## config.mk

```make
export PLATFORM = sky130hd
export DESIGN_NAME = rv_ipdom_stack_mw
export DESIGN_NICKNAME = d
export VERILOG_FILES = /design/src/rtl/rv_ipdom_stack_mw.sv
export SDC_FILE = /design/constraint.sdc
export NUM_CORES = 1
export LEC_CHECK = 0
export BUFFER_PORTS_ARGS = -buffer_cell sky130_fd_sc_hd__buf_2
export CAP_MARGIN = 20
export CORE_MARGIN = 2
export CORE_UTILIZATION = 60
export DETAILED_ROUTE_END_ITERATION = 7
export PLACE_DENSITY = 0.77
export SYNTH_ARGS = -nofsm -noshare
export SYNTH_HDL_FRONTEND = slang
export SYNTH_SLANG_ARGS = --single-unit
```

## constraint.sdc

```tcl
create_clock -name clk -period 6 [get_ports clk]
set_input_delay 1.8 -clock clk [delete_from_list [all_inputs] [get_ports clk]]
set_output_delay 1.8 -clock clk [all_outputs]
set_load 0.05 [all_outputs]
```

## src/rtl/rv_ipdom_stack_mw.sv

```systemverilog
// rv_ipdom_stack_mw
//   Multi-warp IPDOM reconvergence stack. Each warp owns DEPTH slots in a
//   shared storage array. A slot holds {is_part, q2, q1}.
//   - A split pair is pushed with is_part=0. Its first pop returns q2 and
//     marks the entry is_part=1. Its second pop returns q1 and retires it.
//   - A single entry is pushed with is_part=1. Its one pop returns q1.
//
// Ports
//   clk, reset             clock, synchronous active-high reset
//   push, push_wid         push request and target warp
//   pair, q1, q2           entry kind, join data, else data
//   pop, pop_wid           pop request and target warp
//   pop_valid              registered response strobe, one cycle after the pop
//   pop_wid_out, pop_data  response warp and data; both hold while idle
//   pop_index              1 = q1 returned (entry retired), 0 = q2 returned
//   empty, full, count     per-warp occupancy. count is packed, warp 0 in the LSBs
//   err_overflow           sticky per-warp flag: push to a full warp
//   err_underflow          sticky per-warp flag: pop from an empty warp
//   err_conflict           sticky flag: push and pop to the same warp in one cycle
module rv_ipdom_stack_mw #(
  parameter int WIDTH     = 8,
  parameter int DEPTH     = 4,
  parameter int NUM_WARPS = 4,
  parameter int WIDW      = (NUM_WARPS > 1) ? $clog2(NUM_WARPS) : 1,
  parameter int CNTW      = $clog2(DEPTH + 1)
) (
  input  logic                      clk,
  input  logic                      reset,
  input  logic                      push,
  input  logic [WIDW-1:0]           push_wid,
  input  logic                      pair,
  input  logic [WIDTH-1:0]          q1,
  input  logic [WIDTH-1:0]          q2,
  input  logic                      pop,
  input  logic [WIDW-1:0]           pop_wid,
  output logic                      pop_valid,
  output logic [WIDW-1:0]           pop_wid_out,
  output logic [WIDTH-1:0]          pop_data,
  output logic                      pop_index,
  output logic [NUM_WARPS-1:0]      empty,
  output logic [NUM_WARPS-1:0]      full,
  output logic [NUM_WARPS*CNTW-1:0] count,
  output logic [NUM_WARPS-1:0]      err_overflow,
  output logic [NUM_WARPS-1:0]      err_underflow,
  output logic                      err_conflict
);

  localparam int ENTRIES = NUM_WARPS * DEPTH;
  localparam int ADDRW   = $clog2(ENTRIES);
  localparam int SLOTW   = $clog2(DEPTH);

  logic [CNTW-1:0]  cnt      [NUM_WARPS];
  logic             is_part  [ENTRIES];
  logic [WIDTH-1:0] mem_q1   [ENTRIES];
  logic [WIDTH-1:0] mem_q2   [ENTRIES];

  // With a single warp, the warp-id ports are 1 bit wide but only warp 0 exists.
  logic [WIDW-1:0]  push_w, pop_w;
  logic [SLOTW-1:0] push_slot, top_slot;
  logic [ADDRW-1:0] push_addr, top_addr;
  logic             push_ok, pop_ok, same_warp, top_part;

  always_comb begin
    // NOTE: every combinational output gets a default first so no path can infer a latch.
    count = '0;
    empty = '0;
    full  = '0;
    for (int w = 0; w < NUM_WARPS; w++) begin
      count[w*CNTW +: CNTW] = cnt[w];
      empty[w] = (cnt[w] == '0);
      full[w]  = (cnt[w] == CNTW'(DEPTH));
    end
  end

  assign push_w    = (NUM_WARPS == 1) ? '0 : push_wid;
  assign pop_w     = (NUM_WARPS == 1) ? '0 : pop_wid;
  assign same_warp = push && pop && (push_w == pop_w);
  assign push_ok   = push && !full[push_w];
  assign pop_ok    = pop && !empty[pop_w] && !same_warp;

  // Slot and address arithmetic. The result is used only when the matching
  // *_ok is set, so wrap-around on a full or empty warp does no harm.
  assign push_slot = SLOTW'(cnt[push_w]);
  assign top_slot  = SLOTW'(cnt[pop_w] - CNTW'(1));
  assign push_addr = ADDRW'(int'(push_w) * DEPTH + int'(push_slot));
  assign top_addr  = ADDRW'(int'(pop_w) * DEPTH + int'(top_slot));
  assign top_part  = is_part[top_addr];

  // Counts and is_part update at the edge. A pop in the next cycle therefore
  // reads the state that the previous pop left, with no stall needed.
  always_ff @(posedge clk) begin
    if (reset) begin
      for (int w = 0; w < NUM_WARPS; w++) cnt[w] <= '0;
      for (int e = 0; e < ENTRIES; e++) is_part[e] <= 1'b0;
      pop_valid     <= 1'b0;
      pop_wid_out   <= '0;
      pop_data      <= '0;
      pop_index     <= 1'b0;
      err_overflow  <= '0;
      err_underflow <= '0;
      err_conflict  <= 1'b0;
    end else begin
      // NOTE: sequential state uses non-blocking assignments, so every read sees pre-edge values.
      pop_valid <= pop_ok;
      if (pop_ok) begin
        pop_wid_out <= pop_w;
        pop_index   <= top_part;
        pop_data    <= top_part ? mem_q1[top_addr] : mem_q2[top_addr];
        if (top_part) cnt[pop_w] <= cnt[pop_w] - CNTW'(1);
        else          is_part[top_addr] <= 1'b1;
      end
      // pop_ok excludes the push warp, so these two updates never touch the same count.
      if (push_ok) begin
        is_part[push_addr] <= ~pair;
        cnt[push_w]        <= cnt[push_w] + CNTW'(1);
      end
      if (push && full[push_w])              err_overflow[push_w]  <= 1'b1;
      if (pop && empty[pop_w] && !same_warp) err_underflow[pop_w]  <= 1'b1;
      if (same_warp)                         err_conflict          <= 1'b1;
    end
  end

  // NOTE: payload storage has no reset. Only counts and is_part decide validity, so stale data is never observed.
  always_ff @(posedge clk) begin
    if (push_ok) begin
      mem_q1[push_addr] <= q1;
      mem_q2[push_addr] <= q2;
    end
  end

endmodule

```

==> Yosys cells after proc, flatten, opt, wreduce, memory -nomap -nowiden <==
Memories as Yosys holds them, arrays and structs flattened.
Cells that the tools add are included.
{ "word_totals": {"register_bits": 21, "mem_bits_rw": 284, "input_bits": 25, "output_inout_bits": 41, "elab_cells": 83, "memories": 4} }
{ "op_classes": {"addsub": 4, "magnitude_cmp": 4, "n_eq_ne": 5, "muxes": 35, "bitwise": 3, "reduce_logical": 21} }
{ "memory_table": {"columns": ["memory", "words", "word_bits", "rd", "rd_clocked_by_memory_dff", "wr", "line_no", "source"], "rows": [
  ["mem_q1", 16, 8, 1, 0, 1, "54", "logic [WIDTH-1:0] mem_q1 [ENTRIES];"],
  ["mem_q2", 16, 8, 1, 0, 1, "55", "logic [WIDTH-1:0] mem_q2 [ENTRIES];"],
  ["is_part", 16, 1, 1, 0, 16, "53", "logic is_part [ENTRIES];"],
  ["cnt", 4, 3, 6, 0, 4, "52", "logic [CNTW-1:0] cnt [NUM_WARPS];"]
]} }
{ "op_table": {"columns": ["cell", "n"], "rows": [
  ["$mux 1", 24],
  ["$eq 3x3->1 const B", 4],
  ["$logic_not 3->1", 4],
  ["$logic_and 1x1->1", 10],
  ["$add 4x2->4", 2],
  ["$mux 4", 2],
  ["$mux 8", 1],
  ["$or 4x4->4", 2],
  ["$lt 2x3->1 const B", 2],
  ["$mux 3", 2],
  ["$reduce_or 3->1", 2],
  ["$bmux 1 s2", 2],
  ["$demux 1 s2", 2],
  ["$ge 2x1->1 const B", 2],
  ["$mux 2", 2],
  ["$add 3x1->3 const B", 1],
  ["$logic_not 1->1", 3],
  ["$sub 3x1->3 const B", 1],
  ["$eq 2x2->1", 1],
  ["$reduce_or 1->1", 2],
  ["$not 1->1", 1]
]} }

==> Logic depth before layout (Yosys ltp) <==
Gate-level depths: netlist (run 1).
{ "logic_depth": {"word_depth": 11, "ltp_mapped": 16, "mapped_depth_nobuf": 9} }

==> Least setup slack after synthesis (run 1) <==
No wires, ideal clock.
{ "synth_timing": {"path_kind": "input -> register", "from": "input port pop_wid[0]", "to": "register pop_data[3]", "setup_ps": 117, "t_arrival_ps": 4812, "required_time_ps": 5883, "path_slack_ps": 1071, "path_stages": 13, "n_path_buf": 6, "cell_sequence": "buf_6 buf_2 clkbuf_1 mux4_2 inv_1 ha_1 buf_2 buf_1 clkbuf_1 mux4_2 a22oi_1 nand4_1 a32o_1"} }
{ "synth_between": {"elab_chain_cells": 5, "word_cells_on_any_way": 15, "cone_classes": "add/sub (2); eq/ne (1); mux (3); reduce/logical (5); memory (4)"} }
{ "synth_lines": {"columns": ["item", "line_no", "source"], "rows": [
  ["start: declaration", "35", "input logic [WIDW-1:0] pop_wid,"],
  ["$mem_v2 4x3 / $bmux 1 s2 (equally long branches)", null, null],
  ["$sub 3x1->3 / $mux 1 (equally long branches)", null, null],
  ["$add 4x2->4 / $logic_not 1->1 (equally long branches)", "86, 79", null],
  ["$mem_v2 16x8 (tied with other cells)", null, null],
  ["$mux 8 / $logic_and 1x1->1 (equally long branches)", "108, 79", null],
  ["end signal: assignment", "108", "pop_data <= top_part ? mem_q1[top_addr] : mem_q2[top_addr];"],
  ["end: declaration", "38", "output logic [WIDTH-1:0] pop_data,"]
]} }
Several ways; a longest one is shown, not always the timed one. The select of a mux whose other input is x is not followed.
A chain may end at the register's enable or synchronous reset.

==> Final worst setup path (run 1) <==
{ "layout_timing": {"from": "input port pop_wid[1]", "to": "register pop_data[3]"} }
The elaborated chain is that of the path after synthesis.

==> results.json, run 1 <==
{
  "setup_violations": 0,
  "max-slew-margin-rel_pct": 28.9,
  "crit_top_cell": "nor2b_1",
  "r2r-start": "cnt[1][0]",
  "clk-insertion-delay-late_ns": 0.56,
  "drive_gt1_share_pct": 21.0,
  "routed_via_density": 6.69,
  "postRouteAntennaNets": 0,
  "slew_violations": 0,
  "rr_endpoint": "pop_data[3]",
  "setup_slack_ns": 0.997,
  "synth-edff-count": 268,
  "synth_seq_cells": 305,
  "cts.repair.resized": 0,
  "clockBufferDepth": 3,
  "synth-xor-area-share_pct": 0.278,
  "cp_slowest_cell": "nor2b_1",
  "slowest_delay_ns": 0.66,
  "clock_sinks": 305,
  "core_sq_um": 20800,
  "yosys_warnings": 0,
  "dpl.cell_count": 1123,
  "dieHeight_um": 149,
  "leakage_nw": 4.85,
  "hold_start": "err_overflow[2]",
  "synth_simple_gate_area_share_pct": 6.48,
  "worstPathMaxFanout": 20,
  "wl_met2_um": 15500,
  "syn_inst": 822,
  "dpl.hpwl_um": 20700,
  "p_per_area_nw_per_um2": 343,
  "min_period_over_period_pct": 83.4,
  "synth_compound_area_share_pct": 9.20,
  "min_period_ns": 5.00,
  "start_util_pct": 60.6,
  "synthMuxAreaShare_pct": 10.7,
  "critPathCaptureType": "flip-flop",
  "grt_pass1_wl_um": 47900,
  "cts_root_buf": "clkbuf_16",
  "worst_pin_slew_ns": 1.06,
  "synth-adder-area-share_pct": 0.892,
  "ff2ff_path_depth": 9,
  "cts_buffers": 30,
  "setup_tns_ns": 0,
  "grt_util_all_layers_pct": 29.4,
  "total_power_mw": 4.89,
  "cp.required_ns": 6.49,
  "vias": 7932,
  "crit_path_start_kind": "input pin",
  "cts_tree": "done",
  "routed.top_layer": "met5",
  "nets": 918,
  "io-pin-count": 66,
  "cp.arrival_ns": 5.49,
  "post-cts-setup-buffer-count": 0,
  "async_reset_ff_share_pct": 0,
  "status": "completed",
  "grt_max_degree": 38,
  "fmax_ghz": 0.200,
  "syn_area_sq_um": 12600,
  "syn_avg_cell_area_sq_um": 15.4,
  "path_cells": "buf_2, mux4_2, inv_1, ha_2, nor2b_1, nor2b_1, a222oi_1, and3_1, o22ai_1, a32o_1",
  "drt_iter0_markers": 1090,
  "yosysSeqAreaShare_pct": 69.6,
  "postCtsHoldBufs": 0,
  "first_pass_iters": 5,
  "routabilityCongestion": 0.954,
  "synth_nets": 856,
  "die_w_um": 149,
  "worstHoldPathType": "reg -> reg",
  "gr-total-overflow": 0,
  "worstHoldEndpoint": "err_overflow[2]",
  "route.met3.wl_um": 3320,
  "finalHoldViolCount": 0,
  "yosys.cell_types.count": 50,
  "fin_util_pct": 68.4,
  "h-tree-depth": 1,
  "fillers": 1408,
  "critical_path_class": "in -> reg",
  "wl_met1_um": 12200,
  "dp_slack_ns": 0.707,
  "wire_per_inst_um": 27.3,
  "port_buffers": 65,
  "rsz0062_at_grt": "no",
  "reg2reg_slack_ns": 1.72,
  "fp.dieArea_sq_um": 22200,
  "min_path_cells": 2,
  "areaGrowthSynthToFinish_pct": 12.9,
  "drc": 0,
  "antenna_found_initial": 3,
  "fp-row-count": 53,
  "synth_top_family_by_area": "multiplexers",
  "finClkSkew_ns": 0.0122,
  "maxCapViolations": 0,
  "clk_pin_slew_ns": 0.06,
  "grt_pass1_vias": 7673,
  "synthFlopType": "edfxtp_1",
  "peakVddDrop_uv": 340,
  "fin_cells": 1185,
  "wirelength_um": 32400
}
## synthesized netlist by cell type, types with 11 or more instances
cell type  number  area (sq um)
o2111ai_1      11          96.3
a21oi_1        40           200
nor2_1         40           150
buf_1          13          48.8
a221oi_1       11          96.3
nand4_1        12          75.1
o21ai_0        23           115
o22ai_1        27           169
mux2i_1        50           500
clkbuf_1       23          86.3
edfxtp_1      268          8050
nand2_1        54           203
a31oi_1        11          68.8
mux4_2         32           721
dfxtp_1        37           741
inv_1          11          41.3
nand3_1        20           100
## cell families after synthesis
kind of cell | count (synthesis)
adders and majority gates | 9
muxes | 92
buffers and inverters | 70
DFF | 305
and+or+nand+nor | 172
AOI/OAI and AO/OA | 170
xor gates and xnor gates | 4
## where the power goes
group	switching, mW	internal (mW)	leakage, nW	total [mW]
Combinational	0.427	0.204	1.63	0.631
Sequential	0.0400	2.36	2.74	2.40
Clock	0.769	1.09	0.481	1.86
Total	1.24	3.65	4.85	4.89
## cell type report
| cell class | count | area (sq um) | share of cell area [%] |
|---|---|---|---|
| tap | 275 | 344 | 2.42 |
| multi-input combinational | 447 | 3510 | 24.6 |
| clock inverter | 15 | 164 | 1.15 |
| inverter | 11 | 41.3 | 0.290 |
| timing repair buffer | 89 | 571 | 4.00 |
| clock buffer | 41 | 822 | 5.77 |
| antenna | 2 | 5.00 | 0.0351 |
| sequential | 305 | 8790 | 61.7 |
## placed cells by master, fill, tap and decap left out, drive strengths merged, types with 3 or more instances in the layout
cell	netlist	final
nor2b	7	7
xnor2	3	3
bufinv	0	3
nand2b	6	6
o2111ai	11	11
a32o	8	8
o22a	3	3
o21ai	23	23
mux2	9	9
inv	11	11
o22ai	27	27
a31oi	11	11
ha	9	9
nor3	8	8
clkinv	0	10
a222oi	7	7
nand4	12	12
and2	7	7
buf	36	89
nand3	20	20
a221oi	11	11
a21oi	40	40
mux4	32	32
mux2i	51	51
dfxtp	37	37
nor3b	3	3
nand2	54	54
o211ai	6	6
edfxtp	268	268
nor2	40	40
and3	9	9
clkbuf	23	41
a22oi	9	9
a32oi	8	8
## per-stage QoR
step / instance area (sq um) / hold slack, ns
detailed placement: 13200 / 0.459
global placement: 13200 / 0.447
finish: 14200 / 0.475
global route: 14200 / 0.494
floorplan: 12600 / 0.485
CTS: 14200 / 0.477
## routing by layer
layer | vias up | GRT usage, %
met2 | 525 | 48.0
met1 | 3923 | 40.2
li1 | 3399 | -
met4 | 2 | 11.1
met3 | 83 | 5.32
met5 | - | 0
## worst max-delay path by stage
stage	start	endpoint	slack [ns]	depth (start not counted)
final	pop_wid[1]	pop_data[3]	1.0	10
after global routing	pop_wid[1]	pop_data[3]	0.85	10
after detailed placement	pop_wid[1]	pop_data[3]	0.71	10
after floorplan	pop_wid[0]	pop_data[3]	1.07	13
after CTS	pop_wid[1]	pop_data[3]	1.22	10
after global placement	pop_wid[1]	pop_data[6]	0.86	10
## sequential cells by signal, summed over array words and instances, names as in the netlist
| name | flops |
|---|---|
| mem_q2 | 128 |
| err_underflow | 4 |
| is_part | 16 |
| pop_valid | 1 |
| cnt | 12 |
| err_conflict | 1 |
| mem_q1 | 128 |
| pop_wid_out | 2 |
| pop_data | 8 |
| pop_index | 1 |
| err_overflow | 4 |
## worst max-delay path, delay by kind of cell
family / cells / cell delay [ns]
AND/OR/NAND/NOR: 3 / 1.57
adder cells (fa/ha/maj): 1 / 0.45
buffers and inverters: 2 / 0.62
AO/OA/AOI/OAI: 3 / 0.63
multiplexers: 1 / 0.41
(Power assumes the default switching activity.)
==> run 2: changes to the inputs <==
==> constraint.sdc (replaced) <==
create_clock -name clk -period 4.73 [get_ports clk]
set_input_delay 1.419 -clock clk [delete_from_list [all_inputs] [get_ports clk]]
set_output_delay 1.419 -clock clk [all_outputs]
set_load 0.05 [all_outputs]
==> run 2 against run 1 <==
  * Core utilization increased by 0.87 points
  * Clock power increased by 45%
  * Largest power group unchanged
  * Combinational power increased by 32%
  * Largest cell class unchanged
  * Final area increased by 1.3%
  * Highest routed layer is now met4
  * Global-route usage increased by 0.90 points
  * Clock skew increased by 0.0078 ns
==> results.json, run 2 (synthesis results as in run 1) <==
{
  "cp.required_ns": 5.24,
  "worstPathMaxFanout": 18,
  "finClkSkew_ns": 0.0200,
  "fmax_ghz": 0.254,
  "h-tree-depth": 1,
  "rsz0062_at_grt": "no",
  "cts.repair.resized": 0,
  "core_sq_um": 20800,
  "routabilityCongestion": 0.937,
  "areaGrowthSynthToFinish_pct": 14.3,
  "port_buffers": 65,
  "peakVddDrop_uv": 336,
  "dpl.hpwl_um": 21100,
  "dpl.cell_count": 1141,
  "grt_max_degree": 33,
  "vias": 8154,
  "final_cell_mix": "268 x edfxtp_1, 65 x buf_2, 54 x nand2_1",
  "postRouteAntennaNets": 0,
  "cts_root_buf": "clkbuf_16",
  "setup_slack_ns": 0.794,
  "clk-insertion-delay-late_ns": 0.56,
  "post-cts-setup-buffer-count": 0,
  "slew_violations": 0,
  "fin_cells": 1199,
  "path_delay_family": "simple AND/OR/NAND/NOR gates",
  "start_util_pct": 60.6,
  "wirelength_um": 33100,
  "path_cells": "buf_2, mux4_2, inv_1, ha_2, nor2b_1, nor2b_1, a222oi_1, and3_1, o22ai_1, a32o_1",
  "wire_per_inst_um": 27.6,
  "cts_tree": "done",
  "drt_iter0_markers": 1157,
  "nets": 933,
  "finalHoldViolCount": 0,
  "grt_util_all_layers_pct": 30.3,
  "clockBufferDepth": 3,
  "routed_via_density": 6.80,
  "worst-path-buf-inv": 2,
  "fp.dieArea_sq_um": 22200,
  "critical_path_class": "in -> reg",
  "maxCapViolations": 0,
  "grt_pass1_vias": 8085,
  "dp_slack_ns": 0.378,
  "clk_pin_slew_ns": 0.06,
  "min_period_over_period_pct": 83.2,
  "cp.arrival_ns": 4.44,
  "io-pin-count": 66,
  "clock_sinks": 305,
  "max-slew-margin-rel_pct": 32.0,
  "cp_slowest_cell": "mux4_2",
  "leakage_nw": 4.96,
  "design_area_sq_um": 14400,
  "antenna_found_initial": 1,
  "fin_util_pct": 69.3,
  "status": "completed",
  "holdWs_ns": 0.475,
  "setup_tns_ns": 0,
  "drive_gt1_share_pct": 22.3,
  "worstHoldPathType": "reg -> reg",
  "first_pass_iters": 7,
  "reg_top3": "mem_q1 (128), mem_q2 (128), is_part (16)",
  "postCtsHoldBufs": 0,
  "drc": 0,
  "setup_violations": 0,
  "gr-total-overflow": 0,
  "fillers": 1362,
  "total_power_mw": 6.56,
  "min_period_ns": 3.94,
  "cts_buffers": 31,
  "final_common_cell": "edfxtp_1",
  "dieHeight_um": 149,
  "fp-row-count": 53,
  "worst_pin_slew_ns": 1.02,
  "crit_top_cell": "nor2b_1",
  "p_per_area_nw_per_um2": 455,
  "slowest_delay_ns": 0.58,
  "crit_path_start_kind": "input pin",
  "grt_pass1_wl_um": 49500,
  "place_area_sq_um": 13300,
  "die_w_um": 149,
  "critPathCaptureType": "flip-flop"
}
run 2: cell count changes in the layout (fill, tap and decap cells not counted), sizes merged:
cell / previous run / this run
buf: 89 / 103
clkbuf: 41 / 38
inv: 11 / 13
clkinvlp: 2 / 1
diode: 2 / 1
clkinv: 10 / 7
bufinv: 3 / 9
run 2: area by class of cell:
| cell class | count | area [sq um] | area share (%) |
|---|---|---|---|
| inverters | 11 | 41.3 | 0.286 |
| multi-input cells | 447 | 3510 | 24.3 |
| repair buffers | 103 | 611 | 4.23 |
| flip-flops and latches | 305 | 8790 | 60.9 |
| clock buffers | 38 | 802 | 5.56 |
| diodes | 1 | 2.50 | 0.0173 |
| well taps | 275 | 344 | 2.39 |
| clock inverters | 19 | 327 | 2.26 |
run 2: worst min-delay path, cell delays in order (launching register included):
cell and delay [ns]:
dfxtp_1 0.32, a21oi_1 0.04, nor2_1 0.07
run 2: per-layer routing:
layer  global-route usage, %  part of all wire, %  vias to the layer above
met4                    13.1                  4.7                        0
met3                    4.25                   10                       91
met2                    48.6                   48                      577
met1                    42.3                   37                     4058
met5                       0                    0                        -
li1                        -                    -                     3428
run 2: final timing paths:
path	startpoint	to	slack, ns	depth (start not counted)
setup / recovery	pop_wid[0]	pop_data[6]	0.79	10
hold / removal	err_underflow[1]	err_underflow[1]	0.48	2
setup reg to reg	cnt[0][0]	pop_data[6]	1.26	9
hold reg to reg	err_underflow[1]	err_underflow[1]	0.48	2
run 2: power by group:
part	switching [mW]	leakage, nW	internal [mW]
Clock	0.998	0.547	1.69
Combinational	0.566	1.68	0.268
Sequential	0.0416	2.74	3.00
Total	1.61	4.96	4.96
